## config.mk

```make
export PLATFORM = sky130hd
export DESIGN_NAME = folding_fir_filter
export DESIGN_NICKNAME = d
export VERILOG_FILES = /design/src/rtl/folding_fir_filter.sv
export SDC_FILE = /design/constraint.sdc
export NUM_CORES = 1
export LEC_CHECK = 0
export CORE_MARGIN = 2
export CORE_UTILIZATION = 45
export DETAILED_ROUTE_END_ITERATION = 7
export GPL_TIMING_DRIVEN = 1
export PLACE_DENSITY = 0.59
export SYNTH_ARGS = -nofsm -noshare
export SYNTH_HDL_FRONTEND = slang
export SYNTH_SLANG_ARGS = --single-unit
```

## constraint.sdc

```tcl
create_clock -name clk -period 11.1 [get_ports clk]
set_clock_uncertainty 0.2 [all_clocks]
set_input_delay 2.775 -clock clk [delete_from_list [all_inputs] [get_ports clk]]
set_output_delay 2.775 -clock clk [all_outputs]
set_load 0.01 [all_outputs]
```

## src/rtl/folding_fir_filter.sv

```systemverilog
// 8-tap signed FIR filter folded by 4: two multipliers are time-shared over a
// four-phase schedule, giving one saturated 20-bit result per 10-bit input sample.
module folding_fir_filter #(
  parameter logic signed [9:0] C0 = 10'sd1,
  parameter logic signed [9:0] C1 = 10'sd2,
  parameter logic signed [9:0] C2 = 10'sd3,
  parameter logic signed [9:0] C3 = 10'sd4,
  parameter logic signed [9:0] C4 = 10'sd4,
  parameter logic signed [9:0] C5 = 10'sd3,
  parameter logic signed [9:0] C6 = 10'sd2,
  parameter logic signed [9:0] C7 = 10'sd1
) (
  input  logic               clk,
  input  logic               rst,
  input  logic signed [9:0]  din,
  output logic               wd,
  output logic signed [19:0] dout
);

  localparam logic signed [22:0] SAT_MAX = 23'sd524287;
  localparam logic signed [22:0] SAT_MIN = -23'sd524288;

  logic [1:0]         ph;
  logic signed [9:0]  x [8];
  logic signed [22:0] acc;
  logic signed [19:0] prod [2];
  logic signed [22:0] p_sum;
  logic signed [22:0] acc_sum;
  logic signed [19:0] sat_val;

  function automatic logic signed [9:0] coef(input logic [2:0] k);
    logic signed [9:0] c;
    case (k)
      3'd0:    c = C0;
      3'd1:    c = C1;
      3'd2:    c = C2;
      3'd3:    c = C3;
      3'd4:    c = C4;
      3'd5:    c = C5;
      3'd6:    c = C6;
      default: c = C7;
    endcase
    return c;
  endfunction

  // Multiplier 0 serves taps 0..3, multiplier 1 serves taps 4..7; phase picks the pair.
  genvar gi;
  generate
    for (gi = 0; gi < 2; gi++) begin : g_mac
      localparam logic [2:0] BASE = 3'(gi * 4);
      logic [2:0]         tap;
      logic signed [9:0]  xs;
      logic signed [9:0]  cs;
      logic signed [19:0] xe;
      logic signed [19:0] ce;

      assign tap      = BASE + {1'b0, ph};
      assign xs       = x[tap];
      assign cs       = coef(tap);
      assign xe       = {{10{xs[9]}}, xs};
      assign ce       = {{10{cs[9]}}, cs};
      assign prod[gi] = xe * ce;
    end
  endgenerate

  assign p_sum   = {{3{prod[0][19]}}, prod[0]} + {{3{prod[1][19]}}, prod[1]};
  assign acc_sum = acc + p_sum;

  always_comb begin
    sat_val = acc_sum[19:0];
    if (acc_sum > SAT_MAX)
      sat_val = SAT_MAX[19:0];
    else if (acc_sum < SAT_MIN)
      sat_val = SAT_MIN[19:0];
  end

  always_ff @(posedge clk or negedge rst) begin
    if (!rst) begin
      ph   <= 2'd0;
      acc  <= '0;
      dout <= '0;
      wd   <= 1'b0;
      for (int k = 0; k < 8; k++)
        x[k] <= '0;
    end else begin
      ph <= ph + 2'd1;
      wd <= 1'b0;
      case (ph)
        2'd0: acc <= p_sum;
        2'd1,
        2'd2: acc <= acc_sum;
        default: begin
          // Products above use the pre-shift delay line, so din joins the next output.
          acc  <= acc_sum;
          dout <= sat_val;
          wd   <= 1'b1;
          for (int k = 7; k > 0; k--)
            x[k] <= x[k-1];
          x[0] <= din;
        end
      endcase
    end
  end

endmodule

```

# After elaboration in Yosys (flattened, before gate mapping)
# Index checks and enable logic that the tools add are counted.
word_totals:
  regBits: 126
  inputBits: 12
  out_inout_bits: 21
  wordCells: 50
classes:
  add_sub_neg: 4
  mul: 2
  magnitude_cmp: 4
  eq_ne: 9
  n_mux: 12
  bitwise: 2
  n_reduce_logical: 5
ops:
  columns: ["operator", "count"]
  rows:
  - ["10-bit binary-select mux with 3-bit select", 2]
  - ["10-bit 2-to-1 mux", 4]
  - ["20-bit 2-to-1 mux", 2]
  - ["10-bit by 4-bit multiplier with 14-bit output", 2]
  - ["23-bit by 15-bit adder with 23-bit output", 1]
  - ["23-bit by 20-bit greater-than comparator with 1-bit output, second input constant", 1]
  - ["23-bit by 20-bit < comparator with 1-bit output, second input constant", 1]
  - ["23-bit 2-to-1 mux", 1]
  - ["3-bit one-hot mux with 3 select lines", 2]
  - ["14-bit by 14-bit adder with 15-bit output", 1]
  - ["3-bit == test, second input constant", 3]
  - ["4-bit >= comparator, second input constant", 2]
  - ["3-bit by 2-bit == test with 1-bit output, second input constant", 2]
  - ["2-bit OR reduction", 3]
  - ["2-bit == test, second input constant", 2]
  - ["2-bit inverter with 4-bit output", 1]
  - ["3-bit inverter with 4-bit output", 1]
  - ["3-bit by 2-bit adder with 3-bit output, first input constant", 1]
  - ["3-bit by 1-bit == test with 1-bit output, second input constant", 1]
  - ["3-bit OR reduction", 1]
  - ["2-bit by 1-bit adder with 2-bit output, second input constant", 1]
  - ["2-bit by 1-bit == test with 1-bit output, second input constant", 1]
  - ["2-bit zero test", 1]
  - ["1-bit 2-to-1 mux", 1]

# Logic depth before layout (Yosys ltp)
# Gate-level depths: netlist (run 1).
logic_depth:
  word_depth: 11
  mapped_depth: 34
  depth_no_buf: 31

# Worst setup path after synthesis (run 1)
# Ideal clock, no wire load.
synth_timing:
  kind: "register to register"
  start: "reg ph[0]"
  end: "reg dout[12]"
  setup_ns: 0.075
  t_arrival_ns: 7.613
  required_time_ns: 10.825
  slack_ns: 3.212
  path_stages_with_launch: 33
  path_buffers: 4
  synth_period_minus_slack_ns: 7.888
  path_cell_list: "dfrtp_1 -> buf_1 -> inv_1 -> ha_1 -> clkbuf_1 -> clkbuf_1 -> and2_1 -> ha_1 -> inv_1 -> fa_1 -> inv_1 -> fa_1 -> inv_1 -> fa_1 -> inv_1 -> fa_1 -> a211oi_1 -> o21ai_0 -> nand4_1 -> nand3_1 -> and3_1 -> nor2_1 -> ha_1 -> o21a_1 -> o211ai_1 -> or2_2 -> a21oi_2 -> o31ai_4 -> xnor2_2 -> mux2i_2 -> buf_2 -> a21oi_1 -> o2bb2ai_2"
synth_via:
  elab_chain_len: 11
  elab_cells_between_ends: 33
  cone_classes: "3 x add/sub; 2 x mul; 2 x order compare; 9 x eq/ne; 10 x mux; 2 x bitwise; 5 x reduce/logical"
synth_rtl:
  columns: ["element", "line_no", "source"]
  rows:
  - ["start: declaration", "23", "logic [1:0] ph;"]
  - ["start signal: assignment", "86", "ph <= ph + 2'd1;"]
  - ["3-bit by 2-bit adder with 3-bit output", "57", "assign tap = BASE + {1'b0, ph};"]
  - ["3-bit inverter with 4-bit output (implied by the code)", "58", "assign xs = x[tap];"]
  - ["10-bit binary-select mux with 3-bit select", "58", null]
  - ["10-bit 2-to-1 mux (implied by the code) (2 in a row)", "58", null]
  - ["10-bit by 4-bit multiplier with 14-bit output", "62", "assign prod[gi] = xe * ce;"]
  - ["14-bit by 14-bit adder with 15-bit output", "66", "assign p_sum = {{3{prod[0][19]}}, prod[0]} + {{3{prod[1][19]}}, prod[1]};"]
  - ["23-bit by 15-bit adder with 23-bit output", "67", "assign acc_sum = acc + p_sum;"]
  - ["23-bit by 20-bit < comparator with 1-bit output", "73", "else if (acc_sum < SAT_MIN)"]
  - ["20-bit 2-to-1 mux", "73", null]
  - ["20-bit 2-to-1 mux", "71", "if (acc_sum > SAT_MAX)"]
  - ["end signal: assignment", "95", "dout <= sat_val;"]
  - ["end: declaration", "17", "output logic signed [19:0] dout"]
# Parallel ways exist; a longest one is shown, timed or not. The select of a mux whose other input is x is not followed.
# A chain may end at the register's enable or synchronous reset.

# Final worst setup path (run 1)
layout_timing:
  start: "reg ph[0]"
  end: "reg dout[4]"
# Same word-level chain as after synthesis.

==> results.yml, run 1 <==
worst_setup_path:
  critical_path_buf_inv_count: 6
  end_kind: "flip-flop"
  path_class: "flip-flop to flip-flop"
  cp.arrival_ps: 8970
  worstPathMaxFanout: 27
  slowest_delay_ps: 760
  crit_path_start: "ph[0]"
  cp-start-kind: "flip-flop"
  crit_top_cell: "inv_1"
  r2r_start: "ph[0]"
  worstPathRequired_ps: 11170
  cp_top_family: "adder cells"
  critical-path-slowest-cell: "dfrtp_1"
global_route:
  grtUsageTotal_pct: 18.0
  grt_start_max_net_pins: 71
  grt_pass1_vias: 6172
  antenna_found_initial: 0
  grt_pass1_wl_um: 30300
  overflow: 0
final_layout:
  antenna_cells: 0
  ff_latch_area_mm2: 0.00315
  drive_above_1_share_pct: 21.6
  final_cells: 1076
  multi_input_area_mm2: 0.00535
  areaGrowthSynthToFinish_pct: 13.2
  nFillCells: 1710
  layout.nets: 924
clock_tree:
  post-cts-setup-buffers: 0
  cts_made_buffers: 17
  cts-root-buf: "clkbuf_16"
  clockBufferDepth: 2
  htreeDepth: 4
  path_clk_slew_ps: 60
  ctsHoldBuffers: 0
  cts_tree: "done"
  postCtsResizedCells: 0
  numClockSinks: 126
  worstSkewPairLatency_ps: 420
timing:
  finalCritPeriodShare_pct: 80.1
  clock.fmax_ghz: 0.112
  hold_viol: 0
  worst_pin_slew_ps: 927
  final.setup.tns_ps: 0
  holdWs_ps: 284
  setup_slack_ps: 2200
  setup_viol: 0
  drv_slew: 0
  period_minus_slack_ps: 8900
  rsz0062_at_grt: "no"
  slew_headroom_pct: 38.2
synthesis:
  synth_edf_count: 0
  ys_types: 64
  yosys_warnings: 0
  syn_area_per_cell_um2: 11.6
  synth.area.mux_share_pct: 15.9
  synth_ff_type: "dfrtp_1"
  synth-simple-area-share_pct: 9.01
  yosysTopAreaCell: "dfrtp_1"
  synth_top_family_by_area: "adder cells"
  synth_top_area_share_pct: 35.3
  async_flop_share_pct: 100
  synth_area_mm2: 0.00894
  synth-xor-area-share_pct: 3.12
  postSynthCellCount: 769
  synth_compound_area_share_pct: 11.9
  synthesis.nets: 895
  seq_area_frac_synth_pct: 35.3
  synth_common_cells: "dfrtp_1, inv_1, mux2_2, ha_1, fa_1"
  ys_ff_latch: 126
  synth.most_common_cell: "dfrtp_1"
  yosys-top-cells-area: "dfrtp_1, mux2_2, fa_1"
  synth_fa_ha_area_share_pct: 19.7
route:
  drc: 0
  viasPerCell: 5.23
  antenna_left: 0
  drt_iter0_markers: 206
  wl_per_cell_um: 15.9
  dr.pass1.iters: 4
  vias: 5624
  top_layer_used: "met4"
  wl_um: 17100
  wl_met3_um: 487
  met1_length_um: 7840
  route.met2.wl_um: 8620
placed_design:
  hpwl_um: 12800
  place.gp.congestion: 0.807
  io_buffers: 32
  place_ws_ps: 2170
  dp_cells: 1044
floorplanning:
  initial_utilization_pct: 45.9
  die_height_um: 145
  die_area_mm2: 0.0210
  io_pins: 33
  rows: 51
  core_region_area_mm2: 0.0195
  die_w_um: 145
pwr:
  vdd_drop_max_v: 0.000107
  p_per_area_mw_per_mm2: 238
  power_mw: 2.41
  p_leak_nw: 4.50
run:
  drv_cap: 0
min_path:
  hold_start: "dout[5]"
  hold_class: "flip-flop to flip-flop"
run_status:
  status: "finished clean"
-- flip-flops by register name, summed over array words and instances (netlist names) --
register  flops
x            80
wd            1
ph            2
acc          23
dout         20
-- cells in the final DEF, fill, tap and decap left out, types with 14 or more instances in the layout --
cell / netlist / layout
ha_1: 69 / 68
a21oi_1: 26 / 26
xnor2_1: 19 / 19
nor2_1: 22 / 22
o21ai_0: 25 / 25
nor2b_1: 22 / 22
nand2_1: 22 / 22
clkbuf_16: 0 / 17
a21boi_1: 14 / 14
mux4_2: 20 / 20
clkdlybuf4s50_1: 0 / 31
and2_1: 40 / 40
inv_1: 84 / 84
dfrtp_1: 126 / 126
mux2_2: 84 / 84
fa_1: 45 / 45
-- power by group --
part / switching [mW] / internal (mW) / leakage (nW)
clock network: 0.230 / 0.345 / 0.294
registers: 0.0518 / 0.546 / 1.48
logic: 0.674 / 0.566 / 2.72
total: 0.956 / 1.46 / 4.50
-- kinds of logic (layout without fill, tap and decap cells) --
family / after synthesis / in the layout
and+or+nand+nor: 144 / 144
xor gates and xnor gates: 31 / 31
buffers and inverters: 112 / 154
AOI/OAI and AO/OA: 136 / 136
DFF: 126 / 126
muxes: 106 / 106
adders and majority gates: 114 / 114
-- worst reg2reg max path, delay by kind of cell, from the launching register on --
| family | cells | cell delay [ps] |
|---|---|---|
| AOI/OAI and AO/OA | 7 | 1820 |
| adders and majority gates | 7 | 3220 |
| DFF | 1 | 760 |
| and+or+nand+nor | 9 | 1990 |
| buffers and inverters | 6 | 760 |
-- metrics by stage --
step                      util, %  instance area, µm²
after floorplan                 -                8940
after global placement       48.9                9510
after detailed placement     48.9                9510
after CTS                    52.0               10100
after global routing         52.0               10100
final                        52.0               10100
-- area by class of cell --
| cell class | count | area share (%) |
|---|---|---|
| clock buffer | 18 | 4.34 |
| clock inverter | 14 | 1.66 |
| sequential | 126 | 31.2 |
| timing repair buffer | 38 | 3.59 |
| inverter | 84 | 3.12 |
| tap | 265 | 3.28 |
| multi-input combinational | 531 | 52.9 |
-- per-layer routing --
metal  GRT usage [%]  up-vias
li1                -     2718
met1            22.7     2824
met2            31.0       69
met3            4.34       13
met4            4.70        0
met5               0        -
-- path summary, 6_finish.rpt --
| kind | to | slack [ps] | depth (start not counted) |
|---|---|---|---|
| setup reg to reg | dout[4] | 2200 | 29 |
| max in group asynchronous | x[48] | 7120 | 2 |
| min in group asynchronous | dout[3] | 2270 | 1 |
| hold / removal | dout[5] | 280 | 1 |
| setup / recovery | dout[4] | 2200 | 29 |
| hold reg to reg | dout[5] | 280 | 1 |
No activity file was read; power rests on OpenSTA's default activity.
==> run 2, diff against run 1 <==
- clock period: 11.1 -> 9.1 ns (I/O delays scaled with it)
==> run 2 against run 1 <==
Compared with the run above: utilization rose by 0.15 points; clock-buffer cell count rose by 3; setup slack got worse by 1500 ps; power rose by 20%; critical path type unchanged; maximum frequency rose by 6.2%; flip-flop and latch count did not move; via count rose by 1.8%; sequential power rose by 20%; final area rose by 0.30%; combinational power rose by 22%; first-iteration DRC count fell by 20%; global-route usage fell by 0.59 points; largest cell class unchanged.
==> results.yml, run 2 (synthesis results as in run 1) <==
run_status:
  status: "finished clean"
pwr:
  power_mw: 2.89
  p_per_area_mw_per_mm2: 285
  p_int_mw: 1.77
  switching_share_pct: 39.0
  vdd_drop_max_v: 0.000141
  clockPowerShare_pct: 23.0
  combinationalPowerShare_pct: 52.2
  p_switching_mw: 1.13
  p_leak_nw: 4.50
  sequentialPowerShare_pct: 24.8
placed_design:
  io_buffers: 32
  hpwl_um: 12500
  place.gp.congestion: 0.866
final_layout:
  final_common_cell: "dfrtp_1"
  final_cell_mix: "dfrtp_1, inv_1, mux2_2"
  biggestRegsByFlops: "x x80, acc x23, dout x20"
  drive_above_1_share_pct: 22.2
  layout.nets: 929
  nFillCells: 1683
  largest_reg_flops: 80
  regMostFlops: "x"
  areaGrowthSynthToFinish_pct: 13.5
  antenna_cells: 0
clock_tree:
  post-cts-setup-buffers: 0
  cts_tree: "done"
  cts-root-buf: "clkbuf_16"
  htreeDepth: 4
  worstSkewPairLatency_ps: 420
  ctsHoldBuffers: 0
  numClockSinks: 126
  cts_made_buffers: 17
  path_clk_slew_ps: 60
  clockBufferDepth: 2
timing:
  period_minus_slack_ps: 8380
  worst_pin_slew_ps: 961
  hold_viol: 0
  finalCritPeriodShare_pct: 92.0
  final.setup.tns_ps: 0
  setup_viol: 0
  drv_slew: 0
  holdWs_ps: 280
  clock.fmax_ghz: 0.119
  slew_headroom_pct: 36.0
  rsz0062_at_grt: "no"
route:
  wl_per_cell_um: 15.7
  dr.pass1.iters: 4
  viasPerCell: 5.30
  vias: 5725
  drt_iter0_markers: 165
  antenna_left: 0
  drc: 0
  wl_um: 16900
global_route:
  grt_start_max_net_pins: 79
  grt_busiest_layer: "met2"
  grt_pass1_wl_um: 29700
  use_met2_pct: 29.9
  grt_util_met1_pct: 21.9
  grtUsageTotal_pct: 17.4
  grt_pass1_vias: 6147
  overflow: 0
  grt_use_met3_pct: 2.89
  antenna_found_initial: 0
floorplanning:
  io_pins: 33
  rows: 51
  die_height_um: 145
  die_w_um: 145
  core_region_area_mm2: 0.0195
  die_area_mm2: 0.0210
  initial_utilization_pct: 45.9
worst_setup_path:
  cp.arrival_ps: 8450
  end_kind: "flip-flop"
  worstPathMaxFanout: 19
  path_class: "flip-flop to flip-flop"
  cp-start-kind: "flip-flop"
  worstPathRequired_ps: 9170
min_path:
  hold_class: "flip-flop to flip-flop"
run:
  drv_cap: 0
## run 2: cell types whose count changed in the layout (fill, tap and decap cells not counted), sizes merged
cell      previous run  this run
inv                 94        86
buf                  7        12
clkbuf              18        21
clkinv               0         3
clkinvlp             2         5
bufinv               2         1
## run 2: power groups by stage
stage / clock, mW / sequential (mW) / combinational [mW]
after detailed placement: 0 / 0.728 / 1.50
after global routing: 0.706 / 0.730 / 1.69
after global placement: 0 / 0.724 / 1.47
final: 0.666 / 0.718 / 1.51
after floorplan: 0 / 0.738 / 1.15
after CTS: 0.680 / 0.720 / 1.51
## run 2: layer usage
| metal | up-vias | wire length [µm] |
|---|---|---|
| li1 | 2741 | - |
| met1 | 2884 | 7800 |
| met2 | 73 | 8420 |
| met3 | 27 | 340 |
| met4 | 0 | 390 |
| met5 | - | 0 |
## run 2: worst paths after layout
check                      startpoint       to  slack [ps]  depth (start not counted)
setup / recovery                ph[0]  dout[2]         720                         27
hold / removal                dout[5]  dout[5]         280                          1
hold reg to reg               dout[5]  dout[5]         280                          1
max in group asynchronous         rst    x[37]        5590                          2
setup reg to reg                ph[0]  dout[2]         720                         27
min in group asynchronous         rst   acc[1]        1680                          1
## run 2: worst max-delay path: stages (launching register included)
cell       delay (ps)
dfrtp_1           720
buf_4             290
mux4_2            570
and2_1            190
ha_1              280
ha_1              290
inv_1              50
fa_1              510
fa_1              550
inv_1              40
ha_1              220
fa_1              430
a211oi_1          370
o21ai_0           190
nand4_1           120
nand3_1            90
and3_1            190
nor2_2            470
ha_1              380
o21a_1            210
o211ai_1          190
nor2_1            120
nor2b_1           160
a21o_1            170
nor3b_2           360
nor3_2            100
a21oi_4           600
o2bb2ai_1         160
## run 2: final cells by class
type | count | area (µm²) | area share, %
clock inverter | 11 | 108 | 1.06
tap | 265 | 332 | 3.27
clock buffer | 21 | 480 | 4.73
timing repair buffer | 43 | 400 | 3.95
multi-input combinational | 531 | 5360 | 52.8
sequential | 126 | 3150 | 31.1
inverter | 84 | 315 | 3.11
## run 2: through the flow
stage | setup slack, ps | instances | instance area [µm²] | utilization [%]
2_1_floorplan | 1210 | 769 | 8940 | -
3_3_place_gp | 448 | 1049 | 9550 | 49.1
4_1_cts | 201 | 1081 | 10100 | 52.1
6_report | 724 | 1081 | 10100 | 52.1
3_5_place_dp | 247 | 1049 | 9550 | 49.1
5_1_grt | 59.7 | 1081 | 10100 | 52.1
## run 2: timing repair
action / CTS / global route
gates resized for setup: 0 / 2
endpoints found under the hold margin: 0 / 0
setup endpoints to repair: 0 / 19
